--- config.mk ---
export PLATFORM = sky130hd
export DESIGN_NAME = fetch_queue
export DESIGN_NICKNAME = d
export VERILOG_FILES = /design/src/rtl/fetch_pkg.sv /design/src/rtl/fetch_fifo.sv /design/src/rtl/fetch_queue.sv
export SDC_FILE = /design/constraint.sdc
export NUM_CORES = 1
export LEC_CHECK = 0
export CAP_MARGIN = 20
export CORE_MARGIN = 2
export CORE_UTILIZATION = 30
export DETAILED_ROUTE_END_ITERATION = 8
export SETUP_SLACK_MARGIN = 0.02
export SLEW_MARGIN = 30
export SYNTH_ARGS = -nofsm -noshare
export SYNTH_HDL_FRONTEND = slang
export SYNTH_SLANG_ARGS = --single-unit
--- constraint.sdc ---
create_clock -name clk -period 8.1 [get_ports clk]
set_input_delay 2.43 -clock clk [delete_from_list [all_inputs] [get_ports clk]]
set_output_delay 2.43 -clock clk [all_outputs]
set_load 0.01 [all_outputs]
--- src/rtl/fetch_pkg.sv ---
// Shared constants, entry type and sizing helper for the instruction fetch queue.
package fetch_pkg;

    localparam int unsigned INSTR_BYTES  = 4;
    localparam int unsigned FETCH_ADDR_W = 32;
    localparam int unsigned FETCH_DATA_W = 32;

    typedef struct packed {
        logic [FETCH_ADDR_W-1:0] pc;
        logic [FETCH_DATA_W-1:0] instr;
    } fetch_entry_t;

    // Width of a counter able to hold 0..depth inclusive.
    function automatic int unsigned occ_w(input int unsigned depth);
        return $clog2(depth) + 1;
    endfunction

endpackage

--- src/rtl/fetch_fifo.sv ---
// Registered circular buffer for fetched {pc, instr} words; head is read from storage, no fall-through.
module fetch_fifo
    import fetch_pkg::*;
#(
    parameter int unsigned W     = 64,
    parameter int unsigned DEPTH = 4
) (
    input  logic                      clk,
    input  logic                      rst,
    input  logic                      clear,
    input  logic                      push,
    input  logic [W-1:0]              push_data,
    input  logic                      pop,
    output logic [W-1:0]              head_data,
    output logic [occ_w(DEPTH)-1:0]   count
);

    localparam int unsigned PW = $clog2(DEPTH);
    localparam int unsigned CW = occ_w(DEPTH);

    logic [W-1:0]  mem [DEPTH];
    logic [PW-1:0] head;
    logic [PW-1:0] tail;

    always_ff @(posedge clk) begin
        if (push) begin
            mem[tail] <= push_data;
        end
    end

    always_ff @(posedge clk) begin
        if (rst || clear) begin
            head  <= '0;
            tail  <= '0;
            count <= '0;
        end else begin
            if (push) begin
                tail <= tail + PW'(1);
            end
            if (pop) begin
                head <= head + PW'(1);
            end
            case ({push, pop})
                2'b10:   count <= count + CW'(1);
                2'b01:   count <= count - CW'(1);
                default: count <= count;
            endcase
        end
    end

    assign head_data = mem[head];

endmodule

--- src/rtl/fetch_queue.sv ---
// Sequential instruction fetch front end: credit-limited issue to a pipelined memory,
// in-flight tracking with wrong-path kill on redirect, and a decoupling queue toward decode.
module fetch_queue
    import fetch_pkg::*;
#(
    parameter int unsigned      ADDR_W   = 32,
    parameter int unsigned      DATA_W   = 32,
    parameter int unsigned      DEPTH    = 4,
    parameter int unsigned      MEM_LAT  = 1,
    parameter logic [ADDR_W-1:0] RESET_PC = '0
) (
    input  logic                    clk,
    input  logic                    rst,
    input  logic                    stall,
    input  logic                    halt,
    input  logic                    flush,
    input  logic [ADDR_W-1:0]       redirect_pc,
    output logic                    mem_read_en,
    output logic [ADDR_W-1:0]       mem_read_addr,
    input  logic [DATA_W-1:0]       mem_read_data,
    output logic                    out_valid,
    output logic [DATA_W-1:0]       out_instr,
    output logic [ADDR_W-1:0]       out_pc,
    output logic [occ_w(DEPTH)-1:0] occupancy
);

    localparam int unsigned CW = occ_w(DEPTH);
    localparam int unsigned EW = ADDR_W + DATA_W;

    logic [CW-1:0]     count;
    logic [EW-1:0]     head_data;
    logic [ADDR_W-1:0] pc;
    logic [ADDR_W-1:0] addr;
    logic [MEM_LAT-1:0] slot_v;
    logic [ADDR_W-1:0] slot_pc [MEM_LAT];
    int unsigned       inflight;
    logic              has_head;
    logic              pop;
    logic              push;
    logic              clear;
    logic              issue;

    always_comb begin
        inflight = 0;
        for (int unsigned i = 0; i < MEM_LAT; i++) begin
            inflight = inflight + 32'(slot_v[i]);
        end
    end

    assign has_head  = (count != '0);
    assign out_valid = has_head && !halt && !rst;
    assign pop       = out_valid && !stall && !flush;
    assign addr      = flush ? redirect_pc : pc;
    // Credits: queued + in flight - leaving must stay below DEPTH, so a return always finds room.
    assign issue     = !rst && !halt &&
                       (flush || ((32'(count) + inflight - 32'(pop)) < DEPTH));
    assign push      = slot_v[MEM_LAT-1] && !halt && !flush;
    assign clear     = flush && !halt;

    assign mem_read_en   = issue;
    assign mem_read_addr = addr;
    assign out_pc        = (has_head && !rst) ? head_data[EW-1:DATA_W] : '0;
    assign out_instr     = (has_head && !rst) ? head_data[DATA_W-1:0]  : '0;
    assign occupancy     = rst ? '0 : count;

    always_ff @(posedge clk) begin
        if (rst) begin
            pc <= RESET_PC;
        end else if (issue) begin
            pc <= addr + ADDR_W'(INSTR_BYTES);
        end else if (flush) begin
            pc <= redirect_pc;
        end
    end

    // Slots keep shifting during halt with nothing entering, so reads already in flight
    // drain out and their data is dropped rather than surfacing after the halt.
    always_ff @(posedge clk) begin
        if (rst) begin
            slot_v <= '0;
        end else begin
            slot_v[0] <= issue;
            for (int unsigned i = 1; i < MEM_LAT; i++) begin
                slot_v[i] <= clear ? 1'b0 : slot_v[i-1];
            end
        end
    end

    always_ff @(posedge clk) begin
        slot_pc[0] <= addr;
        for (int unsigned i = 1; i < MEM_LAT; i++) begin
            slot_pc[i] <= slot_pc[i-1];
        end
    end

    fetch_fifo #(
        .W     (EW),
        .DEPTH (DEPTH)
    ) u_fifo (
        .clk       (clk),
        .rst       (rst),
        .clear     (clear),
        .push      (push),
        .push_data ({slot_pc[MEM_LAT-1], mem_read_data}),
        .pop       (pop),
        .head_data (head_data),
        .count     (count)
    );

    a_no_overflow: assert property (@(posedge clk) disable iff (rst)
        !(push && (count == CW'(DEPTH)) && !pop));

endmodule
==> results.json, run 1 <==
{
  "wl_per_cell_um": 19.4,
  "worstRegToRegCells": 13,
  "dpl_cell_area_um2": 15400,
  "start_util_pct": 30.3,
  "routed_wl_um": 30600,
  "critPathSlowestCell": "clkdlybuf4s50_1",
  "critical_path_buf_inv_count": 4,
  "grt_use_total_pct": 13.5,
  "crit_type": "input port to output pin",
  "hold_viol": 0,
  "min_from": "slot_pc[0][6]$_DFF_P_",
  "wl_met3_um": 1730,
  "max_slew_margin_pct": 45.9,
  "end_kind": "output pin",
  "cp.arrival_ps": 5290,
  "rsz0062_at_grt": "no",
  "drive_gt1_share_pct": 17.7,
  "hold_class": "flip-flop to flip-flop",
  "max-cap-violations": 0,
  "clkPwrFrac_pct": 44.1,
  "grt_pass1_wl_um": 45300,
  "layout_common_cells": "256 x edfxtp_1, 167 x clkdlybuf4s50_1, 72 x dfxtp_1",
  "layout_commonest_cell": "edfxtp_1",
  "power.density_nw_per_um2": 223,
  "synth_ff_type": "edfxtp_1",
  "dr.first_iter.drc_count": 466,
  "rows": 76,
  "grt_antenna_before_repair": 1,
  "clock_latency_ps": 530,
  "clk_pin_slew_worst_paths_ps": 50,
  "hold_buffers": 0,
  "max_stage_delay_ps": 530,
  "multi_input_area_um2": 3630,
  "cts_buffers": 39,
  "final_cells": 1575,
  "synth_edf_count": 256,
  "r2r-end": "pc[31]$_SDFF_PP0_",
  "combPwrFrac_pct": 5.3,
  "h-tree-depth": 2,
  "hold_path_end": "u_fifo.mem[3][38]$_DFFE_PP_",
  "dr_wl_met2_um": 14400,
  "dpl.hpwl_um": 19300,
  "syn_area_per_cell_um2": 17.0,
  "nFillCells": 4070,
  "synth_fp_nets": 848,
  "path_delay_family": "buffers and inverters",
  "gr-total-overflow": 0,
  "critPathRequiredTime_ps": 5670,
  "cp-startpoint": "halt",
  "switching_power_uw": 809,
  "topRoutingLayerUsed": "met5",
  "postRouteAntennaNets": 0,
  "status": "finished clean",
  "cts_tree": "built",
  "fin_crit_sh_pct": 95.3,
  "min_period_ps": 7720,
  "die_area_um2": 45100,
  "crit_fanout": 2,
  "area_delta_synth_final_pct": 28.2,
  "cts_buffer_depth": 3,
  "seq_area_um2": 9180,
  "dieWidth_um": 212,
  "grt_pass1_vias": 7419,
  "fin_tns_setup_ps": 0,
  "hold_depth": 0,
  "dp_cells": 1502,
  "synth-seq-cells": 330,
  "fmax_mhz": 130,
  "core-area_um2": 43000,
  "grt_max_degree": 65,
  "cts-root-buf": "clkbuf_16",
  "r2r_slack_ps": 4320,
  "vias_per_cell": 4.67,
  "p_seq_share_pct": 50.6,
  "die_h_um": 212,
  "p_leak_uw": 0.00542,
  "fin_skew_ps": 21.5,
  "synthesis.area_um2": 13000,
  "io_buffers": 169,
  "synthCells": 767,
  "r2r-start": "u_fifo.count[2]$_SDFFE_PP0P_",
  "peakVddDrop_mv": 0.104,
  "internal_power_uw": 2920,
  "worst_setup_path_start_kind": "input port",
  "switching_share_pct": 21.7,
  "fin_area_um2": 16700,
  "first_pass_iters": 4,
  "async_reset_ff_share_pct": 0,
  "ios": 170,
  "synthDistinctLibCells": 56,
  "yosysWarnings": 0,
  "maxSlewViolCount": 0,
  "drc": 0,
  "finalNetCount": 1040,
  "cts_sinks": 330,
  "path_cells": "clkdlybuf4s50_1 -> nor4_2 -> ha_1 -> inv_1 -> ha_1 -> and3b_1 -> or4b_4 -> a221oi_4 -> nor2_2 -> inv_1 -> clkdlybuf4s50_1",
  "vias": 7358,
  "gp_congestion": 0.767,
  "seq_area_frac_synth_pct": 70.5,
  "worst-path-stages": 11,
  "setup_viol": 0,
  "wl_met1_um": 13800,
  "worst_slew_pin_slew_ps": 812
}
## how the worst max path moves through the flow
stage	endpoint	slack, ps
floorplan	mem_read_en	160
global placement	mem_read_en	150
detailed placement	mem_read_en	60
CTS	mem_read_en	30
global route	mem_read_en	240
finish	mem_read_en	380
## per-stage QoR
step | hold slack (ps) | total power, µW | utilization (%) | setup slack (ps)
2_1_floorplan | 438 | 2000 | - | 157
3_3_place_gp | 449 | 2120 | 35.9 | 148
3_5_place_dp | 466 | 2120 | 35.9 | 57.4
4_1_cts | 477 | 3790 | 38.7 | 32.7
5_1_grt | 494 | 3870 | 38.8 | 242
6_report | 475 | 3730 | 38.8 | 383
## power groups by stage
stage                     Sequential [µW]  Combinational (µW)  Clock [µW]
after floorplan                      1910                87.4           0
after global placement               1920                 198           0
after detailed placement             1920                 200           0
after CTS                            1890                 201        1700
after global routing                 1890                 215        1760
final                                1890                 198        1640
## kinds of logic (layout without fill, tap and decap cells)
logic type / Yosys count / in the layout / synth area share (%)
fa+ha+maj: 12 / 12 / 1.21
buf+inv: 64 / 286 / 1.91
other cells: 0 / 1 / 0
compound gates: 67 / 67 / 3.80
xor+xnor: 18 / 18 / 1.21
mux: 92 / 92 / 13.4
flops: 330 / 330 / 70.5
simple gates: 184 / 184 / 8.03
## cell usage after synthesis (6+ instances only)
cell / n / area [µm²]
nand2_1: 14 / 52.6
nor2b_1: 70 / 438
mux4_2: 64 / 1440
nor2_1: 26 / 97.6
inv_1: 28 / 105
a21oi_1: 10 / 50.1
nand4_1: 6 / 37.5
o2111ai_1: 8 / 70.1
xnor2_1: 10 / 87.6
edfxtp_1: 256 / 7690
nand3_1: 14 / 70.1
and3_1: 8 / 50.1
buf_1: 9 / 33.8
xor2_1: 8 / 70.1
nor3_1: 15 / 75.1
dfxtp_1: 74 / 1480
clkbuf_1: 20 / 75.1
ha_1: 11 / 138
mux2i_1: 12 / 120
buf_2: 7 / 35.0
and2_1: 9 / 56.3
mux2_2: 16 / 180
o21ai_0: 10 / 50.1
## routing by layer
layer / GRT usage, % / up-vias
li1: - / 3376
met1: 18.4 / 3730
met2: 21.7 / 205
met3: 3.10 / 45
met4: 3.83 / 2
met5: 0 / -
## final cells by class
cell class | instances | share of cell area (%)
flip-flops and latches | 330 | 55.0
multi-input cells | 373 | 21.8
repair buffers | 187 | 10.9
clock buffers | 50 | 6.28
well taps | 585 | 4.39
clock inverters | 21 | 0.967
inverters | 28 | 0.630
diodes | 1 | 0.0150
## worst reg2reg max path: cells and delay by family (launching register included)
kind                       cells  cell delay [ps]
and+or+nand+nor                6             1450
adders and majority gates      2              450
buffers and inverters          2              300
AOI/OAI and AO/OA              3              990
DFF                            1              510
## sequential cells by signal, indices dropped and copies added (netlist names), named ones only
name	cells
pc	32
slot_pc	32
u_fifo.tail	2
slot_v	1
u_fifo.count	3
u_fifo.mem	256
u_fifo.head	2
## timing repair
item                       in CTS  in global routing
resized for setup               0                  5
setup endpoints to repair       0                  1
setup buffers                   0                  1
Note: power is estimated with default switching activity, not from simulation.
==> run 2: changes to the inputs <==
--- a/config.mk
+++ b/config.mk
@@ -7,8 +7,9 @@
 export LEC_CHECK = 0
 export CAP_MARGIN = 20
 export CORE_MARGIN = 2
-export CORE_UTILIZATION = 30
+export CORE_UTILIZATION = 50
 export DETAILED_ROUTE_END_ITERATION = 8
+export PLACE_DENSITY = 0.76
 export SETUP_SLACK_MARGIN = 0.02
 export SLEW_MARGIN = 30
 export SYNTH_ARGS = -nofsm -noshare
==> run 2 against run 1 <==
  * Count of clock-buffer cells in the layout shrank 6
  * Worst setup slack worse by 76 ps
  * Flip-flop and latch count did not move
  * Register-to-register slack improved by 30 ps
  * Wire length decreased by 11%
  * Sequential share of layout area increased by 1.3 points
  * Total power decreased by 5.7%
==> results.json, run 2 (same netlist as run 1, synthesis figures left out) <==
{
  "status": "finished clean",
  "maxSlewViolCount": 0,
  "area_delta_synth_final_pct": 25.2,
  "power.density_nw_per_um2": 216,
  "dp_cells": 1252,
  "first_pass_iters": 5,
  "dr.first_iter.drc_count": 601,
  "cts-root-buf": "clkbuf_16",
  "hold_class": "flip-flop to flip-flop",
  "p_leak_uw": 0.00536,
  "grt_pass1_vias": 7396,
  "fin_total_pwr_uw": 3520,
  "nFillCells": 1894,
  "vias": 7245,
  "grt_max_degree": 65,
  "p_seq_share_pct": 53.6,
  "fin_tns_setup_ps": 0,
  "worst_slew_pin_slew_ps": 874,
  "grt_antenna_before_repair": 0,
  "clkPwrFrac_pct": 40.8,
  "core-area_um2": 25800,
  "fin_skew_ps": 21.5,
  "io_buffers": 169,
  "layout_common_cells": "256 x edfxtp_1, 167 x clkdlybuf4s50_1, 72 x dfxtp_1",
  "fmax_mhz": 128,
  "critPathRequiredTime_ps": 5670,
  "fin_area_um2": 16300,
  "dpl.hpwl_um": 17100,
  "routed_wl_um": 27200,
  "final_cells": 1313,
  "cts_buffers": 34,
  "h-tree-depth": 2,
  "peakVddDrop_mv": 0.133,
  "clock_latency_ps": 500,
  "reg_top3": "u_fifo.mem x256, pc x32, slot_pc x32",
  "cts_tree": "built",
  "max_slew_margin_pct": 41.3,
  "switching_share_pct": 20.2,
  "top_register": "u_fifo.mem",
  "worstRegToRegCells": 13,
  "postRouteAntennaNets": 0,
  "finalNetCount": 1035,
  "crit_path_end": "mem_read_en",
  "hold_viol": 0,
  "start_util_pct": 50.4,
  "worst_setup_path_start_kind": "input port",
  "die_h_um": 165,
  "r2r-end": "pc[22]$_SDFF_PP0_",
  "combPwrFrac_pct": 5.5,
  "dpl_cell_area_um2": 15200,
  "crit_type": "input port to output pin",
  "gr-total-overflow": 0,
  "gp_congestion": 0.823,
  "cp-startpoint": "halt",
  "r2r_slack_ps": 4350,
  "clk_pin_slew_worst_paths_ps": 50,
  "layout_commonest_cell": "edfxtp_1",
  "ios": 170,
  "vias_per_cell": 5.52,
  "die_area_um2": 27300,
  "r2r-start": "u_fifo.count[2]$_SDFFE_PP0P_",
  "setup_viol": 0,
  "grt_pass1_wl_um": 41500,
  "max-cap-violations": 0,
  "rsz0062_at_grt": "no",
  "cts_sinks": 330,
  "end_kind": "output pin",
  "grt_use_total_pct": 20.1,
  "dieWidth_um": 165,
  "cp.arrival_ps": 5360,
  "min_period_ps": 7790,
  "fin_crit_sh_pct": 96.2,
  "drc": 0,
  "internal_power_uw": 2800,
  "crit_fanout": 2,
  "largest_reg_flops": 256,
  "cts_buffer_depth": 3,
  "rows": 59,
  "wl_per_cell_um": 20.7,
  "drive_gt1_share_pct": 16.5,
  "switching_power_uw": 711
}
-- run 2: routing by layer --
metal  share of wire, %  vias up  wire (µm)  global-route usage, %
li1                   -     3357          -                      -
met1                 44     3645      11900                   27.6
met2                 49      220      13400                   33.4
met3                5.9       23       1600                   4.65
met4               0.98        0        265                   4.08
met5                  0        -          0                      0
-- run 2: how the worst min path moves through the flow --
stage,from,to,slack (ps),cells after the start
5_1_grt,slot_pc[0][20]$_DFF_P_,u_fifo.mem[0][52]$_DFFE_PP_,500,0
4_1_cts,slot_pc[0][20]$_DFF_P_,u_fifo.mem[2][52]$_DFFE_PP_,470,0
3_3_place_gp,slot_pc[0][25]$_DFF_P_,u_fifo.mem[2][57]$_DFFE_PP_,450,0
2_1_floorplan,slot_pc[0][0]$_DFF_P_,u_fifo.mem[0][32]$_DFFE_PP_,440,0
3_5_place_dp,slot_pc[0][20]$_DFF_P_,u_fifo.mem[1][52]$_DFFE_PP_,460,0
6_report,slot_pc[0][20]$_DFF_P_,u_fifo.mem[1][52]$_DFFE_PP_,480,0
-- run 2: what timing repair did --
| item | CTS | global route |
|---|---|---|
| hold buffers | 0 | 0 |
| cloned | 0 | 0 |
| setup buffers | 0 | 1 |
| endpoints found under the setup margin | 1 | 1 |
| resized for setup | 1 | 4 |
-- run 2: per-stage QoR --
| step | util (%) | hold WS [ps] | worst slack (ps) |
|---|---|---|---|
| finish | 63.0 | 475 | 307 |
| global route | 63.0 | 497 | 177 |
| CTS | 62.9 | 475 | 51.9 |
| detailed placement | 58.9 | 462 | -40.7 |
| global placement | 58.4 | 452 | 119 |
| floorplan | - | 438 | 157 |
-- run 2: area by class of cell --
cell class	count	area, µm²	area share [%]
repair buffers	187	1920	11.8
inverters	28	105	0.645
clock inverters	15	103	0.630
diodes	1	2.50	0.0154
clock buffers	44	930	5.71
multi-input cells	373	3630	22.3
flip-flops and latches	330	9180	56.3
well taps	335	419	2.57
-- run 2: worst max-delay path: stages --
cell and delay (ps):
clkdlybuf4s50_1 440, nor4_2 330, ha_1 210, inv_1 40
ha_1 260, and3b_1 180, or4b_4 520, a221oi_4 270
nor2_2 60, inv_1 80, clkdlybuf4s50_1 530
-- run 2: power groups by stage --
| stage | sequential (µW) | combinational (µW) | clock (µW) |
|---|---|---|---|
| finish | 1890 | 195 | 1440 |
| global route | 1890 | 211 | 1530 |
| floorplan | 1910 | 87.4 | 0 |
| global placement | 1920 | 191 | 0 |
| detailed placement | 1920 | 194 | 0 |
| CTS | 1890 | 196 | 1470 |
==> run 3: changes to the inputs <==
--- a/config.mk
+++ b/config.mk
@@ -7,10 +7,11 @@
 export LEC_CHECK = 0
 export CAP_MARGIN = 20
 export CORE_MARGIN = 2
-export CORE_UTILIZATION = 50
+export CORE_UTILIZATION = 55
 export DETAILED_ROUTE_END_ITERATION = 8
-export PLACE_DENSITY = 0.76
+export PLACE_DENSITY = 0.8
 export SETUP_SLACK_MARGIN = 0.02
+export SKIP_CTS_REPAIR_TIMING = 1
 export SLEW_MARGIN = 30
 export SYNTH_ARGS = -nofsm -noshare
 export SYNTH_HDL_FRONTEND = slang
==> constraint.sdc (replaced) <==
create_clock -name clk -period 9.7 [get_ports clk]
set_input_delay 2.91 -clock clk [delete_from_list [all_inputs] [get_ports clk]]
set_output_delay 2.91 -clock clk [all_outputs]
set_load 0.01 [all_outputs]
==> run 3 against run 2 <==
  * Design area shrank 0.19%
  * Register-to-register slack gained 1400 ps
  * Die area shrank 8.9%
  * Combinational power shrank 18%
  * Utilization grew 6.6 points
  * Worst hold slack is essentially flat
  * Critical path depth grew 2
  * Clock skew shrank 9.3 ps
  * Sequential power shrank 17%
  * Count of clock-buffer cells in the layout grew 4
  * Cell count shrank 1.5%
  * Sequential share of layout area grew 0.11 points
  * Critical path type unchanged
==> results.json, run 3 (same netlist as run 1, synthesis figures left out) <==
{
  "status": "finished clean",
  "max_slew_margin_pct": 48.8,
  "gp_congestion": 0.846,
  "ios": 170,
  "worst_setup_path_start_kind": "input port",
  "largest_reg_flops": 256,
  "peakVddDrop_mv": 0.132,
  "core-area_um2": 23300,
  "fin_skew_ps": 12.2,
  "dieWidth_um": 158,
  "routed_wl_um": 26000,
  "cp.arrival_ps": 6420,
  "crit_fanout": 10,
  "r2r_slack_ps": 5740,
  "fmax_mhz": 107,
  "finalNetCount": 1030,
  "hold_viol": 0,
  "first_pass_iters": 5,
  "dpl_cell_area_um2": 15200,
  "io_buffers": 169,
  "power.density_nw_per_um2": 184,
  "cts_buffers": 34,
  "cts_buffer_depth": 3,
  "dpl.hpwl_um": 16200,
  "r2r-end": "pc[31]$_SDFF_PP0_",
  "postRouteAntennaNets": 0,
  "crit_type": "input port to output pin",
  "min_period_ps": 9330,
  "r2r-start": "u_fifo.count[2]$_SDFFE_PP0P_",
  "fin_total_pwr_uw": 2990,
  "grt_pass1_vias": 7301,
  "grt_use_total_pct": 21.3,
  "worst_slew_pin_slew_ps": 768,
  "hold_class": "flip-flop to flip-flop",
  "area_delta_synth_final_pct": 24.9,
  "layout_common_cells": "256 x edfxtp_1, 168 x clkdlybuf4s50_1, 72 x dfxtp_1",
  "cts-root-buf": "clkbuf_16",
  "vias_per_cell": 5.59,
  "grt_pass1_wl_um": 40000,
  "grt_max_degree": 65,
  "layout_commonest_cell": "edfxtp_1",
  "num_antenna_cells": 0,
  "cts_sinks": 330,
  "min_from": "slot_pc[0][26]$_DFF_P_",
  "wl_per_cell_um": 20.1,
  "gr-total-overflow": 0,
  "p_leak_uw": 0.00536,
  "setup_viol": 0,
  "hold_path_end": "u_fifo.mem[1][58]$_DFFE_PP_",
  "rows": 56,
  "die_h_um": 158,
  "reg_top3": "u_fifo.mem x256, pc x32, slot_pc x32",
  "drive_gt1_share_pct": 15.8,
  "hold_depth": 0,
  "drc": 0,
  "maxSlewViolCount": 0,
  "start_util_pct": 55.8,
  "worstRegToRegCells": 13,
  "vias": 7223,
  "end_kind": "output pin",
  "rsz0062_at_grt": "no",
  "critPathRequiredTime_ps": 6790,
  "clk_pin_slew_worst_paths_ps": 60,
  "fin_tns_setup_ps": 0,
  "h-tree-depth": 2,
  "fin_area_um2": 16300,
  "dr.first_iter.drc_count": 480,
  "max-cap-violations": 0,
  "cts_tree": "built",
  "top_register": "u_fifo.mem",
  "clock_latency_ps": 500,
  "fin_crit_sh_pct": 96.2,
  "die_area_um2": 24900,
  "grt_antenna_before_repair": 1
}
-- run 3: report_power, final --
group | switching, µW | internal, µW
registers | 18.1 | 1560
logic | 77.8 | 82.4
clock network | 501 | 755
-- run 3: per-layer routing --
layer / track usage (%) / share of wire [%] / vias to the layer above
li1: - / - / 3355
met3: 5.15 / 6.9 / 43
met4: 6.23 / 2.4 / 0
met1: 28.4 / 42 / 3581
met5: 0 / 0 / -
met2: 35.1 / 49 / 244
-- run 3: critical path, cell delays in order --
cell             delay [ps]
clkdlybuf4s50_1         490
nor2b_1                 230
nor3_2                   80
nor4_1                  370
ha_1                    240
inv_1                    40
ha_1                    250
and3b_1                 170
or4b_4                  530
a221oi_4                260
nor2_2                  140
inv_1                   150
clkdlybuf4s50_1         570
-- run 3: worst max-delay path by stage --
| stage | startpoint | endpoint | slack (ps) | cells after the start |
|---|---|---|---|---|
| floorplan | flush | mem_read_en | 800 | 13 |
| global placement | rst | mem_read_en | 560 | 13 |
| detailed placement | rst | mem_read_en | 390 | 13 |
| CTS | rst | mem_read_en | 380 | 13 |
| global route | rst | mem_read_en | 150 | 13 |
| finish | rst | mem_read_en | 370 | 13 |
-- run 3: through the flow --
step | std cells | util (%) | hold WS, ps | setup WS [ps]
final | 1293 | 69.7 | 476 | 367
after detailed placement | 1232 | 65.0 | 467 | 394
after floorplan | 767 | - | 438 | 797
after global placement | 1227 | 64.5 | 451 | 563
after CTS | 1293 | 69.7 | 480 | 378
after global routing | 1293 | 69.7 | 496 | 150
-- run 3: area by class of cell --
class / count / area [µm²]
tap: 319 / 399
inverter: 28 / 105
sequential: 330 / 9180
fill: 1541 / 7080
clock buffer: 48 / 977
multi-input combinational: 373 / 3620
clock inverter: 13 / 109
timing repair buffer: 182 / 1870
